### config.mk
export PLATFORM = sky130hd
export DESIGN_NAME = mrna_iso_sequencer
export DESIGN_NICKNAME = d
export VERILOG_FILES = /design/src/rtl/mrna_iso_pkg.sv /design/src/rtl/mrna_iso_tick_gen.sv /design/src/rtl/mrna_iso_sequencer.sv
export SDC_FILE = /design/constraint.sdc
export NUM_CORES = 1
export LEC_CHECK = 0
export CAP_MARGIN = 20
export CORE_MARGIN = 2
export CORE_UTILIZATION = 56
export DETAILED_ROUTE_END_ITERATION = 16
export PLACE_DENSITY = 0.83
export SETUP_SLACK_MARGIN = 0.1
export SLEW_MARGIN = 20
export SYNTH_ARGS = -nofsm -noshare
export SYNTH_HDL_FRONTEND = slang
export SYNTH_SLANG_ARGS = --single-unit
### constraint.sdc
create_clock -name clk -period 3.8 [get_ports clk]
set_clock_uncertainty 0.2 [all_clocks]
set_input_delay 0.76 -clock clk [delete_from_list [all_inputs] [get_ports clk]]
set_output_delay 0.76 -clock clk [all_outputs]
set_load 0.02 [all_outputs]
### src/rtl/mrna_iso_pkg.sv
// mrna_iso_pkg: state codes, ctrl bit map, per-state valve
// masks and the peristaltic pump phase table.
package mrna_iso_pkg;

  typedef enum logic [3:0] {
    S_IDLE       = 4'd0,
    S_LOAD_CELLS = 4'd1,
    S_LOAD_BEADS = 4'd2,
    S_LYSIS      = 4'd3,
    S_MIX        = 4'd4,
    S_WASH       = 4'd5,
    S_COLLECT    = 4'd6,
    S_FLUSH      = 4'd7
  } state_t;

  localparam int B_COLLECT   = 0;
  localparam int B_LYSIS_IN  = 1;
  localparam int B_LYSIS_OUT = 2;
  localparam int B_PUSH      = 3;
  localparam int B_PUMP1     = 4;
  localparam int B_PUMP2     = 5;
  localparam int B_PUMP3     = 6;
  localparam int B_SEP       = 7;
  localparam int B_SIEVE     = 8;
  localparam int B_WASTE     = 9;
  localparam int B_BEADS     = 10;
  localparam int B_CELLS_IN  = 11;
  localparam int B_CELLS_OUT = 12;
  localparam int CTRL_W      = B_CELLS_OUT + 1;

  typedef logic [CTRL_W-1:0] ctrl_t;

  localparam ctrl_t M_LOAD_CELLS = ctrl_t'(
    (1 << B_CELLS_IN) | (1 << B_SIEVE) | (1 << B_WASTE));
  localparam ctrl_t M_LOAD_BEADS = ctrl_t'(
    (1 << B_BEADS) | (1 << B_SIEVE) | (1 << B_WASTE));
  localparam ctrl_t M_LYSIS = ctrl_t'(
    (1 << B_LYSIS_IN) | (1 << B_LYSIS_OUT));
  localparam ctrl_t M_MIX = ctrl_t'(1 << B_SEP);
  localparam ctrl_t M_WASH = ctrl_t'(
    (1 << B_LYSIS_IN) | (1 << B_SEP) |
    (1 << B_SIEVE) | (1 << B_WASTE));
  localparam ctrl_t M_COLLECT = ctrl_t'(
    (1 << B_PUSH) | (1 << B_COLLECT) | (1 << B_SIEVE));

  localparam int N_PHASE = 6;

  localparam ctrl_t PUMP_TAB [N_PHASE] = '{
    ctrl_t'(1 << B_PUMP1),
    ctrl_t'((1 << B_PUMP2) | (1 << B_PUMP1)),
    ctrl_t'(1 << B_PUMP2),
    ctrl_t'((1 << B_PUMP3) | (1 << B_PUMP2)),
    ctrl_t'(1 << B_PUMP3),
    ctrl_t'((1 << B_PUMP3) | (1 << B_PUMP1))
  };

  function automatic ctrl_t state_mask(state_t s);
    case (s)
      S_LOAD_CELLS: return M_LOAD_CELLS;
      S_LOAD_BEADS: return M_LOAD_BEADS;
      S_LYSIS:      return M_LYSIS;
      S_MIX:        return M_MIX;
      S_WASH:       return M_WASH;
      S_COLLECT:    return M_COLLECT;
      default:      return '0;
    endcase
  endfunction

endpackage

### src/rtl/mrna_iso_tick_gen.sv
// mrna_iso_tick_gen: dwell prescaler, one tick per TICK_DIV
// running cycles; restarts on clear, freezes on pause.
module mrna_iso_tick_gen #(
  parameter int TICK_DIV = 1000
) (
  input  logic clk,
  input  logic rst_n,
  input  logic clear,
  input  logic pause,
  output logic tick
);

  localparam int DIV = (TICK_DIV < 1) ? 1 : TICK_DIV;
  localparam int PW  = (DIV > 1) ? $clog2(DIV) : 1;
  localparam logic [PW-1:0] LAST = PW'(DIV - 1);

  logic [PW-1:0] cnt;

  assign tick = !pause && (cnt == LAST);

  always_ff @(posedge clk) begin
    if (!rst_n || clear) begin
      cnt <= '0;
    end else if (tick) begin
      cnt <= '0;
    end else if (!pause) begin
      cnt <= cnt + 1'b1;
    end
  end

endmodule

### src/rtl/mrna_iso_sequencer.sv
// mrna_iso_sequencer: isolation recipe sequencer for one bank.
// Define MRNAISO_FLUSH_EN to add a FLUSH step after COLLECT.
module mrna_iso_sequencer
  import mrna_iso_pkg::*;
#(
  parameter int TICK_DIV     = 1000,
  parameter int T_LOAD_CELLS = 8,
  parameter int T_LOAD_BEADS = 8,
  parameter int T_LYSIS      = 16,
  parameter int T_MIX        = 64,
  parameter int T_WASH       = 16,
  parameter int T_COLLECT    = 16,
  parameter int PUMP_TICKS   = 2,
  parameter int T_FLUSH      = 8,
  parameter int CNT_W        = 16
) (
  input  logic              clk,
  input  logic              rst_n,
  input  logic              start,
  input  logic              abort,
  input  logic              pause,
  output logic              busy,
  output logic              done,
  output logic              aborted,
  output logic [3:0]        step,
  output logic [CTRL_W-1:0] ctrl,
  output logic [CTRL_W-1:0] flush
);

  localparam int PT = (PUMP_TICKS < 1) ? 1 : PUMP_TICKS;

  state_t           state, state_n;
  logic [CNT_W-1:0] dwell, dwell_n;
  logic [CNT_W-1:0] ptick, ptick_n;
  logic [2:0]       phase, phase_n;
  logic             tick, clear, expire;
  logic             done_n, aborted_n;
  ctrl_t            ctrl_n;

  function automatic logic [CNT_W-1:0] last_tick(state_t s);
    int t;
    case (s)
      S_LOAD_CELLS: t = T_LOAD_CELLS;
      S_LOAD_BEADS: t = T_LOAD_BEADS;
      S_LYSIS:      t = T_LYSIS;
      S_MIX:        t = T_MIX;
      S_WASH:       t = T_WASH;
      S_COLLECT:    t = T_COLLECT;
      S_FLUSH:      t = T_FLUSH;
      default:      t = 1;
    endcase
    if (t < 1) t = 1;
    return CNT_W'(t - 1);
  endfunction

  // Prescaler restarts whenever the state changes or we sit idle
  assign clear = (state_n != state) || (state == S_IDLE);

  mrna_iso_tick_gen #(
    .TICK_DIV (TICK_DIV)
  ) u_tick (
    .clk   (clk),
    .rst_n (rst_n),
    .clear (clear),
    .pause (pause),
    .tick  (tick)
  );

  always_ff @(posedge clk) begin
    if (!rst_n) begin
      state <= S_IDLE;
    end else begin
      state <= state_n;
    end
  end

  always_comb begin
    state_n   = state;
    done_n    = 1'b0;
    aborted_n = 1'b0;
    expire    = tick && (dwell == last_tick(state));
    if (state == S_IDLE) begin
      if (start) state_n = S_LOAD_CELLS;
    end else if (abort) begin
      state_n   = S_IDLE;
      aborted_n = 1'b1;
    end else if (expire) begin
      unique case (state)
        S_LOAD_CELLS: state_n = S_LOAD_BEADS;
        S_LOAD_BEADS: state_n = S_LYSIS;
        S_LYSIS:      state_n = S_MIX;
        S_MIX:        state_n = S_WASH;
        S_WASH:       state_n = S_COLLECT;
`ifdef MRNAISO_FLUSH_EN
        S_COLLECT:    state_n = S_FLUSH;
`endif
        default: begin
          state_n = S_IDLE;
          done_n  = 1'b1;
        end
      endcase
    end
  end

  always_comb begin
    dwell_n = dwell;
    ptick_n = ptick;
    phase_n = phase;
    if (clear) begin
      dwell_n = '0;
      ptick_n = '0;
      phase_n = '0;
    end else if (tick) begin
      dwell_n = dwell + 1'b1;
      if (state == S_MIX) begin
        if (ptick == CNT_W'(PT - 1)) begin
          ptick_n = '0;
          phase_n = (phase == 3'(N_PHASE - 1)) ?
                    3'd0 : phase + 1'b1;
        end else begin
          ptick_n = ptick + 1'b1;
        end
      end
    end
  end

  always_comb begin
    ctrl_n = state_mask(state_n);
    if (state_n == S_MIX) ctrl_n = ctrl_n | PUMP_TAB[phase_n];
  end

  always_ff @(posedge clk) begin
    if (!rst_n) begin
      dwell   <= '0;
      ptick   <= '0;
      phase   <= '0;
      busy    <= 1'b0;
      done    <= 1'b0;
      aborted <= 1'b0;
      step    <= '0;
      ctrl    <= '0;
    end else begin
      dwell   <= dwell_n;
      ptick   <= ptick_n;
      phase   <= phase_n;
      busy    <= (state_n != S_IDLE);
      done    <= done_n;
      aborted <= aborted_n;
      step    <= state_n;
      ctrl    <= ctrl_n;
    end
  end

`ifdef MRNAISO_FLUSH_EN
  always_ff @(posedge clk) begin
    if (!rst_n) begin
      flush <= '0;
    end else begin
      flush <= (state_n == S_FLUSH) ? '1 : '0;
    end
  end
`else
  assign flush = '0;
`endif

endmodule
Word-level counts from Yosys, hierarchy flattened
Memory sizes are Yosys's and may differ from the RTL's.
Index checks and enable logic that the tools add are counted.
{"block": "totals", "regBits": 65, "romBits": 104, "in_bits": 5, "out_inout_bits": 33, "wordCells": 74, "mem_count": 1}
{"name": "(no name shown)", "words": 8, "word_bits": 13, "read_ports": 1, "rd_ports_with_merged_regs": 0, "write_ports": 0, "line_no": "mrna_iso_sequencer.sv:129", "source": "if (state_n == S_MIX) ctrl_n = ctrl_n | PUMP_TAB[phase_n];"}
{"block": "classes", "addsub": 5, "n_lt_le_gt_ge": 2, "eq_ne": 18, "muxes": 19, "n_bitwise": 4, "reduce_logical": 16}
{"op": "$pmux 12 s6", "n": 1}
{"op": "$mux 13", "n": 3}
{"op": "$add 16x1->16 const B", "n": 2}
{"op": "$lt 32x2->1 const B", "n": 1}
{"op": "$mux 16", "n": 2}
{"op": "$eq 4x3->1 const B", "n": 7}
{"op": "$pmux 7 s3", "n": 1}
{"op": "$eq 16x1->1 const B", "n": 1}
{"op": "$eq 16x16->1", "n": 1}
{"op": "$eq 4x2->1 const B", "n": 4}
{"op": "$mux 4", "n": 4}
{"op": "$sub 16x2->16 const B", "n": 1}
{"op": "$mux 3", "n": 5}
{"op": "$pmux 3 s5", "n": 1}
{"op": "$or 13x13->13", "n": 1}
{"op": "$add 10x1->10 const B", "n": 1}
{"op": "$eq 10x10->1 const B", "n": 1}
{"op": "$eq 4x1->1 const B", "n": 2}
{"op": "$reduce_or 2->1", "n": 3}
{"op": "$reduce_or 3->1", "n": 2}
{"op": "$reduce_or 5->1", "n": 1}
{"op": "$ge 4x4->1 const B", "n": 1}
{"op": "$logic_not 4->1", "n": 1}
{"op": "$ne 4x4->1", "n": 1}
{"op": "other kinds (11)", "n": 16}

Longest topological paths before layout
{"block": "depth", "depth_word": 20, "depth_mapped": 14, "mapped_depth_nobuf": 10}

Hierarchy
From an unflattened synthesis, not the netlist that was laid out.
{"block": "hier_totals", "hier_cells": 369, "hier_area_um2": 3320.7}
{"mod": "mrna_iso_sequencer", "n_inst": 1, "cells_each": 310, "area_each_um2": 2756.4, "seq_area_each_um2": 1061.0}
{"mod": "mrna_iso_tick_gen", "n_inst": 1, "cells_each": 59, "area_each_um2": 564.3, "seq_area_each_um2": 200.2}

Worst setup path before layout
Ideal clock, no wire load.
{"block": "synth_timing", "path_type": "register -> register", "startpoint": "register step[0] (netlist name)", "endpoint": "register busy", "setup_time_ps": 120, "arrival_time_ps": 2673, "required_time_ps": 3480, "slack_ps": 808, "stages_incl_launch_ff": 13, "n_path_buf": 2, "period_less_slack_ps": 2992, "path_cell_list": "dfxtp_1 > buf_6 > buf_6 > inv_1 > nor3_1 > o21ai_0 > ha_1 > xor2_1 > and4_1 > o2111a_4 > a211oi_2 > or3_4 > o31a_1"}
{"item": "end signal, assigned", "line_no": "mrna_iso_sequencer.sv:146", "source": "busy <= (state_n != S_IDLE);"}
{"item": "end, declared", "line_no": "mrna_iso_sequencer.sv:22", "source": "output logic busy,"}

==> flow_summary_export.csv <==
group,metric,value,unit
power,ir_drop,0.367,mV
sta,tightest_slew,593,ps
cts,cts_tree,"built",
cells_and_area,fin_util,64.0,%
drt,drt_iter0_drc,251,
power,powerDensity,352,mW/mm^2
power,swShare,23.0,%
synth,synth_area_leaders,"dfxtp_1 (38%), xor2_1 (6.3%), nor2_1 (6.1%), xnor2_1 (5.0%), buf_4 (4.1%)",
cts,cts.sinks,63,
cts,clockRootBuffer,"clkbuf_8",
cts,cts_resized,0,
outcome,status,"finished, final reports clean",
cts,path_clk_slew,70,ps
sta,slew_violations,0,
sta,rsz0062_at_grt,"false",
die,die_w,81.1,um
global_route,grt_usage,20.5,%
cells_and_area,mostFrequentLayoutCell,"dfxtp_1",
sta,timing.hold.ws,288,ps
die,io_pins,38,
cells_and_area,drive_gt1_share,10.7,%
power,p_switching,302,uW
global_route,grt_pass1_wl,10.5,mm
synth,ys_seq_area_share,37.9,%
synth,synthFlopType,"dfxtp_1",
sta,finalHoldViolCount,0,
sta,maxSlewHeadroom,60.1,%
sta,finalSetupViolations,0,
synth,netlist.area_leader.share,37.9,%
synth,synth_edf_count,0,
drt,viasPerCell,5.53,
cts,max-clock-path-buffers,2,
synth,netlist_area,0.00333,sq mm
setup_path,critPathCaptureType,"flip-flop",
sta,fin_setup_tns,0,ps
cts,hold_buffers,0,
setup_path,path_class,"reg2reg",
synth,yosysTopAreaCell,"dfxtp_1",
cells_and_area,final_cell_mix,"dfxtp_1 (63), nor2_1 (54), xor2_1 (24)",
sta,fmax,307,MHz
power,leakagePower,0.00126,uW
power,p_seq_share,51.0,%
drt,postRouteAntennaNets,0,
power,clkPwrFrac,43.2,%
power,power_frac_comb,5.7,%
synth,synthCells,374,
setup_path,crit_arrival,3320,ps
power,intPower,1010,uW
placement,hpwlAfterDp,4.26,mm
die,dieArea,0.00657,sq mm
die,start_util,57.2,%
drt,drt-total-wl,6.11,mm
drt,vias,2630,
sta,finalCriticalPeriod,3250,ps
drt,post_drt_wl_per_cell,12.8,um
synth,avgSynthCellArea,8.90,sq um
cells_and_area,diodes,0,
cts,numCtsBuffers,9,
die,coreArea,0.00582,sq mm
job,maxCapViolCount,0,
drt,firstDrtPassIters,4,
synth,async_reset_ff_share,0,%
sta,finalCritPeriodShare,85.6,%
die,die_h,81.1,um
setup_path,startpoint_type,"flip-flop",
global_route,first_global_vias,2399,
placement,io_buffers,23,
worst_hold_path,min_path_type,"reg2reg",
synth,synth_warnings,0,
global_route,grt.overflow.total,0,
cells_and_area,nets,406,
die,num_rows,28,
cts,cts_setup_buffers,0,
drt,drc,0,
cts,htree_levels,3,
synth,ys_ff_latch,63,
cells_and_area,area_delta_synth_final,11.8,%
placement,gp_congestion,0.897,
setup_path,crit_required,3870,ps
global_route,grt_max_degree,46,
synth,synth_cell_types,60,
cts,clock_latency,350,ps
setup_path,cp_max_fo,11,
global_route,antenna_found_initial,0,
## stage by stage
step	area [sq um]	total power (uW)	std cells	setup WS, ps
floorplan	3380	749	387	808
global route	3720	1360	476	239
finish	3720	1310	476	548
CTS	3720	1320	476	595
global placement	3530	757	460	581
detailed placement	3530	758	460	530
## routing by layer
layer	GRT usage (%)	vias up	routed length, um
li1	-	1336	-
met4	7.12	0	130
met2	33.6	80	2880
met3	7.22	17	380
met1	25.1	1197	2720
met5	0	-	0
## sequential cells by signal (all words and copies together) (netlist names)
name	count
aborted	1
busy	1
ctrl	11
done	1
dwell	16
phase	3
ptick	16
step	4
u_tick.cnt	10
## synthesized netlist by cell type (all sizes together) (3+ instances only)
master / n
a211oi: 5
a21oi: 10
and3: 10
and4: 8
buf: 27
clkbuf: 3
dfxtp: 63
ha: 5
inv: 12
nand2: 22
nand3: 13
nand4: 12
nor2: 54
nor3: 21
nor3b: 3
nor4: 12
nor4b: 5
o211ai: 4
o21ai: 10
xnor2: 19
xor2: 24
## power groups by stage
| stage | logic, uW | clock network [uW] | registers (uW) |
|---|---|---|---|
| 6_report | 75.1 | 566 | 668 |
| 5_1_grt | 82.6 | 609 | 668 |
| 4_1_cts | 75.1 | 578 | 668 |
| 3_5_place_dp | 74.8 | 0 | 683 |
| 2_1_floorplan | 62.7 | 0 | 687 |
| 3_3_place_gp | 74.2 | 0 | 683 |
## cells by family after synthesis
logic type / count (synthesis) / synth area share, %
xor gates and xnor gates: 43 / 11.3
and+or+nand+nor: 172 / 30.6
adders and majority gates: 5 / 1.88
DFF: 63 / 37.9
buffers and inverters: 42 / 7.60
AOI/OAI and AO/OA: 45 / 9.63
other: 1 / 0.113
muxes: 3 / 0.940
## layout make-up
cell class,count,area (sq um)
fillers,507,2100
multi-input cells,282,1860
flip-flops and latches,63,1260
repair buffers,28,268
clock buffers,12,145
well taps,75,93.8
clock inverters,4,45.0
inverters,12,45.0
## final timing paths
path | slack, ps | to | depth (start not counted) | startpoint
setup / recovery | 550 | ctrl[9] | 10 | step[0]
hold / removal | 290 | u_tick.cnt[9] | 2 | u_tick.cnt[9]
setup reg to reg | 550 | ctrl[9] | 10 | step[0]
hold reg to reg | 290 | u_tick.cnt[9] | 2 | u_tick.cnt[9]
## critical path: stages, from the launching register on
cell and delay (ps):
dfxtp_1 580, xor2_1 300, nor2_1 60, o21ai_0 170, ha_1 260, xor2_1 170, and4_1 290, o2111ai_1 210
nor4_1 500, o21ai_0 250, o22ai_1 170
No activity file was read; power rests on OpenSTA's default activity.
